==> src/rtl/rbm_pkg.sv <==
// Shared encodings for the RBM training sequencer: datapath op codes and
// sequencer state values, used by the sequencer, the datapath and benches.
package rbm_pkg;

  typedef enum logic [2:0] {
    OP_CLR  = 3'd0,
    OP_LOAD = 3'd1,
    OP_POS  = 3'd2,
    OP_H2V  = 3'd3,
    OP_V2H  = 3'd4,
    OP_NEG  = 3'd5,
    OP_UPD  = 3'd6
  } rbm_op_e;

  typedef enum logic [2:0] {
    SEQ_IDLE  = 3'd0,
    SEQ_ISSUE = 3'd1,
    SEQ_WAIT  = 3'd2,
    SEQ_NEXT  = 3'd3,
    SEQ_DONE  = 3'd4,
    SEQ_ERR   = 3'd5
  } rbm_seq_state_e;

endpackage

==> src/rtl/rbm_seq_watchdog.sv <==
// Op-completion watchdog: counts enabled cycles and flags expiry on the
// TIMEOUT-th one. clr has priority and returns the count to zero.
module rbm_seq_watchdog #(
  parameter int TIMEOUT = 65535
) (
  input  logic ACLK,
  input  logic ARESETn,
  input  logic clr,
  input  logic en,
  output logic expired
);

  localparam int W = $clog2(TIMEOUT + 1);

  logic [W-1:0] cnt;

  assign expired = en && (cnt == W'(TIMEOUT - 1));

  always_ff @(posedge ACLK or negedge ARESETn) begin
    if (!ARESETn) begin
      cnt <= '0;
    end else if (clr) begin
      cnt <= '0;
    end else if (en && !expired) begin
      cnt <= cnt + W'(1);
    end
  end

endmodule

==> src/rtl/rbm_train_seq.sv <==
// CD-k training / inference sequencer: issues one datapath op at a time and
// reports busy, done, error, batch-done and epoch-done status.
module rbm_train_seq
  import rbm_pkg::*;
#(
  parameter int CNT_W   = 16,
  parameter int K_W     = 8,
  parameter int TIMEOUT = 65535
) (
  input  logic                 ACLK,
  input  logic                 ARESETn,
  input  logic                 ctrl_start,
  input  logic                 ctrl_soft_rst,
  input  logic                 ctrl_mode_train,
  input  logic [CNT_W-1:0]     batch_size,
  input  logic [CNT_W-1:0]     batches,
  input  logic [CNT_W-1:0]     epochs,
  input  logic [K_W-1:0]       k_dim,
  output logic                 op_valid,
  output logic [2:0]           op_code,
  input  logic                 op_ready,
  input  logic                 op_done,
  output logic [CNT_W-1:0]     sample_idx,
  output logic                 stat_busy,
  output logic                 stat_done,
  output logic                 stat_err,
  output logic                 stat_batch_done,
  output logic                 stat_epoch_done,
  output rbm_seq_state_e       dbg_state
);

  localparam logic [2:0] S_IDLE  = SEQ_IDLE;
  localparam logic [2:0] S_ISSUE = SEQ_ISSUE;
  localparam logic [2:0] S_WAIT  = SEQ_WAIT;
  localparam logic [2:0] S_NEXT  = SEQ_NEXT;
  localparam logic [2:0] S_DONE  = SEQ_DONE;
  localparam logic [2:0] S_ERR   = SEQ_ERR;

  localparam logic [CNT_W-1:0] CNT_ONE = {{(CNT_W-1){1'b0}}, 1'b1};
  localparam logic [K_W-1:0]   K_ONE   = {{(K_W-1){1'b0}}, 1'b1};

  logic [2:0]       state;
  rbm_op_e          cur_op;
  logic             start_q;
  logic             mode_q;
  logic [CNT_W-1:0] bs_last, nb_last, ne_last;
  logic [K_W-1:0]   kd_last;
  logic [CNT_W-1:0] samp_cnt, batch_cnt, epoch_cnt;
  logic [K_W-1:0]   k_cnt;
  logic             start_edge, cfg_bad, batch_end, epoch_end;
  logic             wd_expired;

  assign start_edge = ctrl_start && !start_q;
  assign cfg_bad    = (batch_size == '0) || (batches == '0) || (epochs == '0) ||
                      (ctrl_mode_train && (k_dim == '0));

  assign batch_end = (state == S_NEXT) &&
                     ((cur_op == OP_UPD) ||
                      (!mode_q && (cur_op == OP_POS) && (samp_cnt == bs_last)));
  assign epoch_end = batch_end && (batch_cnt == nb_last);

  // Command channel: op_code is held stable while op_valid is high; the op is
  // transferred on the cycle where op_valid && op_ready, and op_valid drops next.
  assign op_valid        = (state == S_ISSUE);
  assign op_code         = op_valid ? cur_op : 3'd0;
  assign stat_busy       = (state == S_ISSUE) || (state == S_WAIT) || (state == S_NEXT);
  assign stat_done       = (state == S_DONE);
  assign stat_err        = (state == S_ERR);
  assign stat_batch_done = batch_end;
  assign stat_epoch_done = epoch_end;
  assign dbg_state       = rbm_seq_state_e'(state);

  rbm_seq_watchdog #(.TIMEOUT(TIMEOUT)) u_watchdog (
    .ACLK    (ACLK),
    .ARESETn (ARESETn),
    .clr     (ctrl_soft_rst || (state != S_WAIT)),
    .en      (state == S_WAIT),
    .expired (wd_expired)
  );

  always_ff @(posedge ACLK or negedge ARESETn) begin
    if (!ARESETn) begin
      state      <= S_IDLE;
      cur_op     <= OP_CLR;
      start_q    <= 1'b0;
      mode_q     <= 1'b0;
      bs_last    <= '0;
      nb_last    <= '0;
      ne_last    <= '0;
      kd_last    <= '0;
      samp_cnt   <= '0;
      batch_cnt  <= '0;
      epoch_cnt  <= '0;
      k_cnt      <= '0;
      sample_idx <= '0;
    end else begin
      start_q <= ctrl_start;
      if (ctrl_soft_rst) begin
        state      <= S_IDLE;
        cur_op     <= OP_CLR;
        samp_cnt   <= '0;
        batch_cnt  <= '0;
        epoch_cnt  <= '0;
        k_cnt      <= '0;
        sample_idx <= '0;
      end else begin
        case (state)
          S_IDLE, S_DONE, S_ERR: begin
            if (start_edge) begin
              mode_q     <= ctrl_mode_train;
              bs_last    <= batch_size - CNT_ONE;
              nb_last    <= batches - CNT_ONE;
              ne_last    <= epochs - CNT_ONE;
              kd_last    <= k_dim - K_ONE;
              cur_op     <= OP_CLR;
              samp_cnt   <= '0;
              batch_cnt  <= '0;
              epoch_cnt  <= '0;
              k_cnt      <= '0;
              sample_idx <= '0;
              state      <= cfg_bad ? S_ERR : S_ISSUE;
            end
          end
          S_ISSUE: if (op_ready) state <= S_WAIT;
          S_WAIT: begin
            if (op_done)         state <= S_NEXT;
            else if (wd_expired) state <= S_ERR;
          end
          S_NEXT: begin
            state <= S_ISSUE;
            case (cur_op)
              OP_CLR:  cur_op <= OP_LOAD;
              OP_LOAD: cur_op <= OP_POS;
              OP_POS: begin
                if (mode_q) begin
                  cur_op <= OP_H2V;
                end else begin
                  sample_idx <= sample_idx + CNT_ONE;
                  if (samp_cnt == bs_last) begin
                    samp_cnt <= '0;
                  end else begin
                    samp_cnt <= samp_cnt + CNT_ONE;
                    cur_op   <= OP_LOAD;
                  end
                end
              end
              OP_H2V:  cur_op <= OP_V2H;
              OP_V2H: begin
                if (k_cnt == kd_last) begin
                  k_cnt  <= '0;
                  cur_op <= OP_NEG;
                end else begin
                  k_cnt  <= k_cnt + K_ONE;
                  cur_op <= OP_H2V;
                end
              end
              OP_NEG: begin
                sample_idx <= sample_idx + CNT_ONE;
                if (samp_cnt == bs_last) begin
                  samp_cnt <= '0;
                  cur_op   <= OP_UPD;
                end else begin
                  samp_cnt <= samp_cnt + CNT_ONE;
                  cur_op   <= OP_LOAD;
                end
              end
              default: cur_op <= OP_CLR;
            endcase
            // Batch/epoch rollover overrides the op selection above.
            if (batch_end) begin
              cur_op <= OP_CLR;
              if (batch_cnt == nb_last) begin
                batch_cnt  <= '0;
                sample_idx <= '0;
                if (epoch_cnt == ne_last) begin
                  epoch_cnt <= '0;
                  state     <= S_DONE;
                end else begin
                  epoch_cnt <= epoch_cnt + CNT_ONE;
                end
              end else begin
                batch_cnt <= batch_cnt + CNT_ONE;
              end
            end
          end
          default: state <= S_IDLE;
        endcase
      end
    end
  end

endmodule
==> config.mk <==
export PLATFORM = sky130hd
export DESIGN_NAME = rbm_train_seq
export DESIGN_NICKNAME = d
export VERILOG_FILES = /design/src/rtl/rbm_pkg.sv /design/src/rtl/rbm_seq_watchdog.sv /design/src/rtl/rbm_train_seq.sv
export SDC_FILE = /design/constraint.sdc
export NUM_CORES = 1
export LEC_CHECK = 0
export ABC_CLOCK_PERIOD_IN_PS = 2600
export CAP_MARGIN = 20
export CORE_UTILIZATION = 40
export DETAILED_ROUTE_END_ITERATION = 6
export PLACE_DENSITY = 0.72
export SKIP_LAST_GASP = 1
export SLEW_MARGIN = 10
export SYNTH_ARGS = -nofsm -noshare
export SYNTH_HDL_FRONTEND = slang
export SYNTH_SLANG_ARGS = --single-unit
==> constraint.sdc <==
create_clock -name ACLK -period 2.6 [get_ports ACLK]
set_input_delay 0.26 -clock ACLK [delete_from_list [all_inputs] [get_ports ACLK]]
set_output_delay 0.26 -clock ACLK [all_outputs]
set_load 0.005 [all_outputs]
After elaboration in Yosys (flattened, before gate mapping)

Index checks and enable logic that the tools add are counted.

Add/sub/neg operators: 10
Equality and inequality tests: 26
Mux-type cells: 48
Bitwise logic cells: 1
Reduce and logical (&&, ||, !) cells: 35

Operator list:

| cell                    | count |
|---|---|
| $mux W16                | 17 |
| $pmux W16 S2            | 6 |
| $add A16 B1 Y16 const B | 5 |
| $mux W3                 | 17 |
| $eq A16 B16 Y1          | 3 |
| $logic_not A16 Y1       | 3 |
| $sub A16 B1 Y16 const B | 3 |
| $mux W8                 | 4 |
| $pmux W3 S6             | 1 |
| $eq A16 B16 Y1 const B  | 1 |
| $pmux W8 S2             | 1 |
| $eq A3 B3 Y1 const B    | 5 |
| $reduce_and A3 Y1       | 5 |
| $eq A3 B2 Y1 const B    | 4 |
| $ne A3 B2 Y1 const B    | 4 |
| $pmux W3 S4             | 1 |
| $add A8 B1 Y8 const B   | 1 |
| $eq A8 B8 Y1            | 1 |
| $logic_and A1 B1 Y1     | 8 |
| $logic_not A8 Y1        | 1 |
| $ne A4 B4 Y1 const B    | 2 |
| $reduce_and A4 Y1       | 2 |
| $sub A8 B1 Y8 const B   | 1 |
| $logic_or A1 B1 Y1      | 7 |
| 12 further kinds        | 17 |

Flip-flop bits (word level): 152
Input bits: 63
Output and inout port bits: 28
Word-level logic and storage cells: 134

Longest topological paths before layout

Depth in word-level cells: 8
Depth in mapped cells: 11
Depth with buffers taken out: 8

Hierarchy

A second synthesis with hierarchy kept.

Cells, all modules: 1024
Area, all modules: 9067.4 um^2

By module, submodules not included:

| module           | instances | cells an instance | area each (um^2) | sequential area each (um^2) |
|---|---|---|---|---|
| rbm_train_seq    | 1         | 918               | 8105.3           | 3403.3 |
| rbm_seq_watchdog | 1         | 106               | 962.2            | 400.4 |

Worst setup path before layout

OpenSTA, ideal clock, no wires.

Path kind: register to register
From: reg state[0] (netlist: dbg_state[0])
To: reg epoch_cnt[15]
Setup time: 0.120 ns
Arrival time: 2.113 ns
Required time: 2.480 ns
Slack: 0.368 ns
Cell stages (with the launch flop): 11
Buffers on the path: 4
Clock period less this slack: 2.232 ns
Cells stage by stage: dfrtp_1 -> buf_2 -> nor2b_1 -> buf_6 -> or3_1 -> buf_2 -> nand2_2 -> a31oi_1 -> buf_2 -> o31a_1 -> a31o_1

Cells in the longest elaborated chain, start to end: 4
Elaborated cells between the ends (all ways): 13
Classes of those cells: 6 x eq/ne; 2 x mux; 5 x reduce/logical

RTL lines:

| item                                                           | RTL line                                  | source |
|---|---|---|
| from (decl)                                                    | rbm_train_seq.sv:42                       | `logic [2:0] state;` |
| from (signal assigned)                                         | rbm_train_seq.sv:121                      | `state <= cfg_bad ? S_ERR : S_ISSUE;` |
| $eq A3 B3 Y1 (tied with other cells)                           | rbm_train_seq.sv:107                      | `case (state)` |
| $reduce_or A3 Y1 or $logic_and A1 B1 Y1 (tied branches)        | rbm_train_seq.sv:107, rbm_train_seq.sv:57 |  |
| $ne A3 B3 Y1 (no source line) (tied with other cells)          | --                                        |  |
| $reduce_and A4 Y1 (no source line) or $mux W16 (tied branches) | --                                        |  |
| to (signal assigned)                                           | rbm_train_seq.sv:179                      | `epoch_cnt <= epoch_cnt + CNT_ONE;` |
| to (decl)                                                      | rbm_train_seq.sv:48                       | `logic [CNT_W-1:0] samp_cnt, batch_cnt, epoch_cnt;` |

Several ways; a longest one is shown, not always the timed one.
A chain may end at the register's enable or synchronous reset.

Final worst setup path

From: reg samp_cnt[8]
To: out stat_epoch_done

Cells in the longest elaborated chain, start to end: 5

RTL lines:

| item                   | RTL line             | source |
|---|---|---|
| from (decl)            | rbm_train_seq.sv:48  |  |
| from (signal assigned) | rbm_train_seq.sv:142 | `samp_cnt <= samp_cnt + CNT_ONE;` |
| from (signal assigned) | rbm_train_seq.sv:163 | `samp_cnt <= samp_cnt + CNT_ONE;` |
| $eq A16 B16 Y1         | rbm_train_seq.sv:59  | `(!mode_q && (cur_op == OP_POS) && (samp_cnt == bs_last)));` |
| $logic_and A1 B1 Y1    | rbm_train_seq.sv:59  |  |
| $logic_or A1 B1 Y1     | rbm_train_seq.sv:58  | `((cur_op == OP_UPD) \|\|` |
| $logic_and A1 B1 Y1    | rbm_train_seq.sv:57  | `assign batch_end = (state == S_NEXT) &&` |
| $logic_and A1 B1 Y1    | rbm_train_seq.sv:60  | `assign epoch_end = batch_end && (batch_cnt == nb_last);` |
| to (decl)              | rbm_train_seq.sv:28  | `output logic stat_epoch_done,` |

No other way between the ends.

==> out/results.ini <==
[worst_setup_path]
critPathMaxFanout=5
endpoint_kind=output pin
cpMaxStageDelayCell=dfrtp_2
reg2regPathDepth=8
max_stage_delay_ps=440
cp_data_arrival_time_ps=2180
worst-setup-path-type=flip-flop to output pin
cp_cell_sequence=xnor2_1 > nand4_1 > nor4_4 > nand2_2 > a21oi_4 > and2_1 > clkbuf_2
crit_path_start_kind=flip-flop
crit_required_ps=2340

[grt]
grt_pass1_wl_mm=35.96
antenna_found_initial=0
first_global_vias=7191
grt_overflow=0
grt_usage=0.2005
grt_max_degree=59

[clock_tree]
clk_pin_slew_ps=60
htreeDepth=4
numCtsBuffers=17
cts_root_buf=clkbuf_16
cts_sinks=152
cts_tree=yes
clock_path_buffers=2
worstSkewPairLatency_ps=430

[cells_and_area]
synthToLayoutAreaGrowth_pct=24.78
final_core_util=0.5090
antenna_cells=0
drive_above_1_share=0.1004
fin_cells=1415
final_area_um2=11110
fin_nets=1199

[timing]
finalCritPeriodShare=0.9384
rsz0062_at_grt=true
fin_tns_setup_ps=0
layout_setup_ws_ps=160.2
worst_pin_slew_ps=747.1
slew_headroom=0.5001
setup_viol=0
finalHoldViolations=0
period_needed_ps=2440
skew_ps=9.903
maxSlewViolCount=0
fmax_mhz=409.9

[place]
pre_cts_ws_ps=129.4
port_buffers=90
dpl.hpwl_mm=15.87
place_area_um2=10410
dp.cells=1377
gp_congestion=0.8693

[status]
status=completed

[route]
final_antenna_net_count=0
finalWirelength_mm=21.65
dr.pass1.iters=5
drt_iter0_markers=715
wl_per_cell_um=15.30
viasPerCell=5.420
route.detailed.drc=0
vias=7670

[yosys]
synthesis.nets=1077
yosys_warnings=0
synth-edff-count=0
syn_area_per_cell_um2=8.902
netlist_area_um2=8902
synth-seq-cells=152
synth_flop_cell=dfrtp_1
synthDistinctLibCells=67
async_flop_share=1.000
seq_area_frac_synth=0.4273
postSynthCellCount=1000

[power]
clkPwrFrac=0.419
power_frac_seq=0.436
leakagePower_nw=4.462
internal-power_mw=4.687
switching_share=0.2564
power_frac_comb=0.145
irDropWorstVdd_uv=354.3
p_per_area_nw_per_um2=567.5
switching_power_mw=1.616

[die]
io_pins=91
initial_core_util=0.4079
fp.dieArea_um2=22860
core_um2=21820
fp.dieH_um=151.2
die-width_um=151.2
num_rows=54

[worst_hold_path]
min_delay_path_depth=1
min_path_type=input pin to flip-flop

[run]
maxCapViolCount=0

==> synthesized netlist by cell type, drive strengths merged (3+ instances only) <==
cell type	n	area [um^2]
nor2b	4	25.02
nor4b	3	32.53
xnor2	101	892.1
mux2i	3	30.03
a211oi	4	30.03
a31oi	8	50.05
and3	13	81.33
nor2	105	396.6
a21o	3	22.52
nand3b	7	52.55
nor4	25	198.9
nand2b	11	76.32
clkbuf	30	112.6
inv	28	105.1
and2	9	56.30
or4	11	82.58
dfrtp	152	3804
a211o	10	87.58
o41ai	8	70.07
xor2	31	271.5
or3	5	31.28
a22o	9	78.83
a21oi	16	83.83
buf	12	72.57
nand3	43	215.2
nor3	35	180.2
nand2	117	441.7
o21ai	95	475.5
and4	10	87.58
o31ai	11	82.58
o22ai	3	18.77
nand4	35	219.0
ha	14	175.2
==> placed cells by master, fill, tap and decap left out, types with 4 or more instances in the layout <==
cell type,n
o21ai_0,92
inv_1,28
and4_1,10
bufinv_16,4
buf_4,50
clkinv_2,4
nand2_1,114
xor2_1,31
a211oi_1,4
a22o_1,9
xnor2_1,98
or3_1,5
clkdlybuf4s50_1,87
a21oi_1,14
and2_1,9
nor4_1,20
nor2_1,103
buf_12,4
o31ai_1,11
nor3_1,34
and3_1,13
dfrtp_1,150
or4_1,11
nor2b_1,4
nand3_1,43
a31oi_1,7
nand4_1,35
o41ai_1,8
nand3b_1,7
nand2b_1,10
clkbuf_16,17
ha_1,14
a211o_1,10
==> worst max-delay path: cells and delay by family (launching register included) <==
family,cells,cell delay (ps)
AND/OR/NAND/NOR,4,810
XOR/XNOR,1,170
flip-flops,1,440
buffers and inverters,1,100
AO/OA/AOI/OAI,1,220
==> metrics by stage <==
stage / power (mW) / hold slack [ps]
finish: 6.304 / 340.9
global route: 6.568 / 349.9
CTS: 6.358 / 342.6
detailed placement: 3.700 / 248.8
global placement: 3.671 / 247.0
floorplan: 3.305 / -35.59
==> flip-flops by register name, summed over array words and instances, names as in the netlist, 16 cells and up <==
register	cells
epoch_cnt	16
batch_cnt	16
nb_last	16
u_watchdog.cnt	16
samp_cnt	16
ne_last	16
bs_last	16
sample_idx	16
==> power groups by stage <==
stage	combinational, mW	sequential, mW	clock (mW)
after floorplan	0.557	2.75	0
after global placement	0.889	2.78	0
after detailed placement	0.905	2.79	0
after CTS	0.923	2.75	2.68
after global routing	1.03	2.77	2.77
final	0.914	2.75	2.64
==> layer usage <==
layer  track usage  routed length, um
met5             0                  0
met4       0.07000                485
met3       0.03253                768
met2        0.3130               9790
met1        0.2803              10600
==> path summary, 6_finish.rpt <==
check                       startpoint  slack (ps)              end
min reg2reg                bs_last[15]         500      bs_last[15]
max in group asynchronous      ARESETn        1590      samp_cnt[9]
min in group asynchronous      ARESETn         360   sample_idx[12]
max                        samp_cnt[8]         160  stat_epoch_done
min                         ctrl_start         340          start_q
max reg2reg                samp_cnt[8]         170     batch_cnt[7]
==> what timing repair did <==
item | CTS | global route
endpoints found under the setup margin | 2 | 2
pin swaps | 8 | 5
endpoints found under the hold margin | 47 | 0
hold buffers | 1 | 0
resized for setup | 5 | 7
buffers inserted | 5 | 0
==> final cells by class <==
cell class	count	area, um^2
flip-flops and latches	152	3806
well taps	280	350.3
repair buffers	145	1363
multi-input cells	778	4855
clock buffers	20	456.7
fillers	2004	10720
inverters	28	105.1
clock inverters	12	172.7
==> cell families (layout without fill, tap and decap cells) <==
group,count (synthesis),count (layout),synth area share
AND/OR/NAND/NOR,443,443,0.2545
AO/OA/AOI/OAI,184,184,0.1293
flip-flops,152,152,0.4273
XOR/XNOR,132,132,0.1307
buffers and inverters,70,205,0.03261
adder cells (fa/ha/maj),14,14,0.01968
multiplexers,5,5,0.005903
Power figures use the tool's default switching activity.
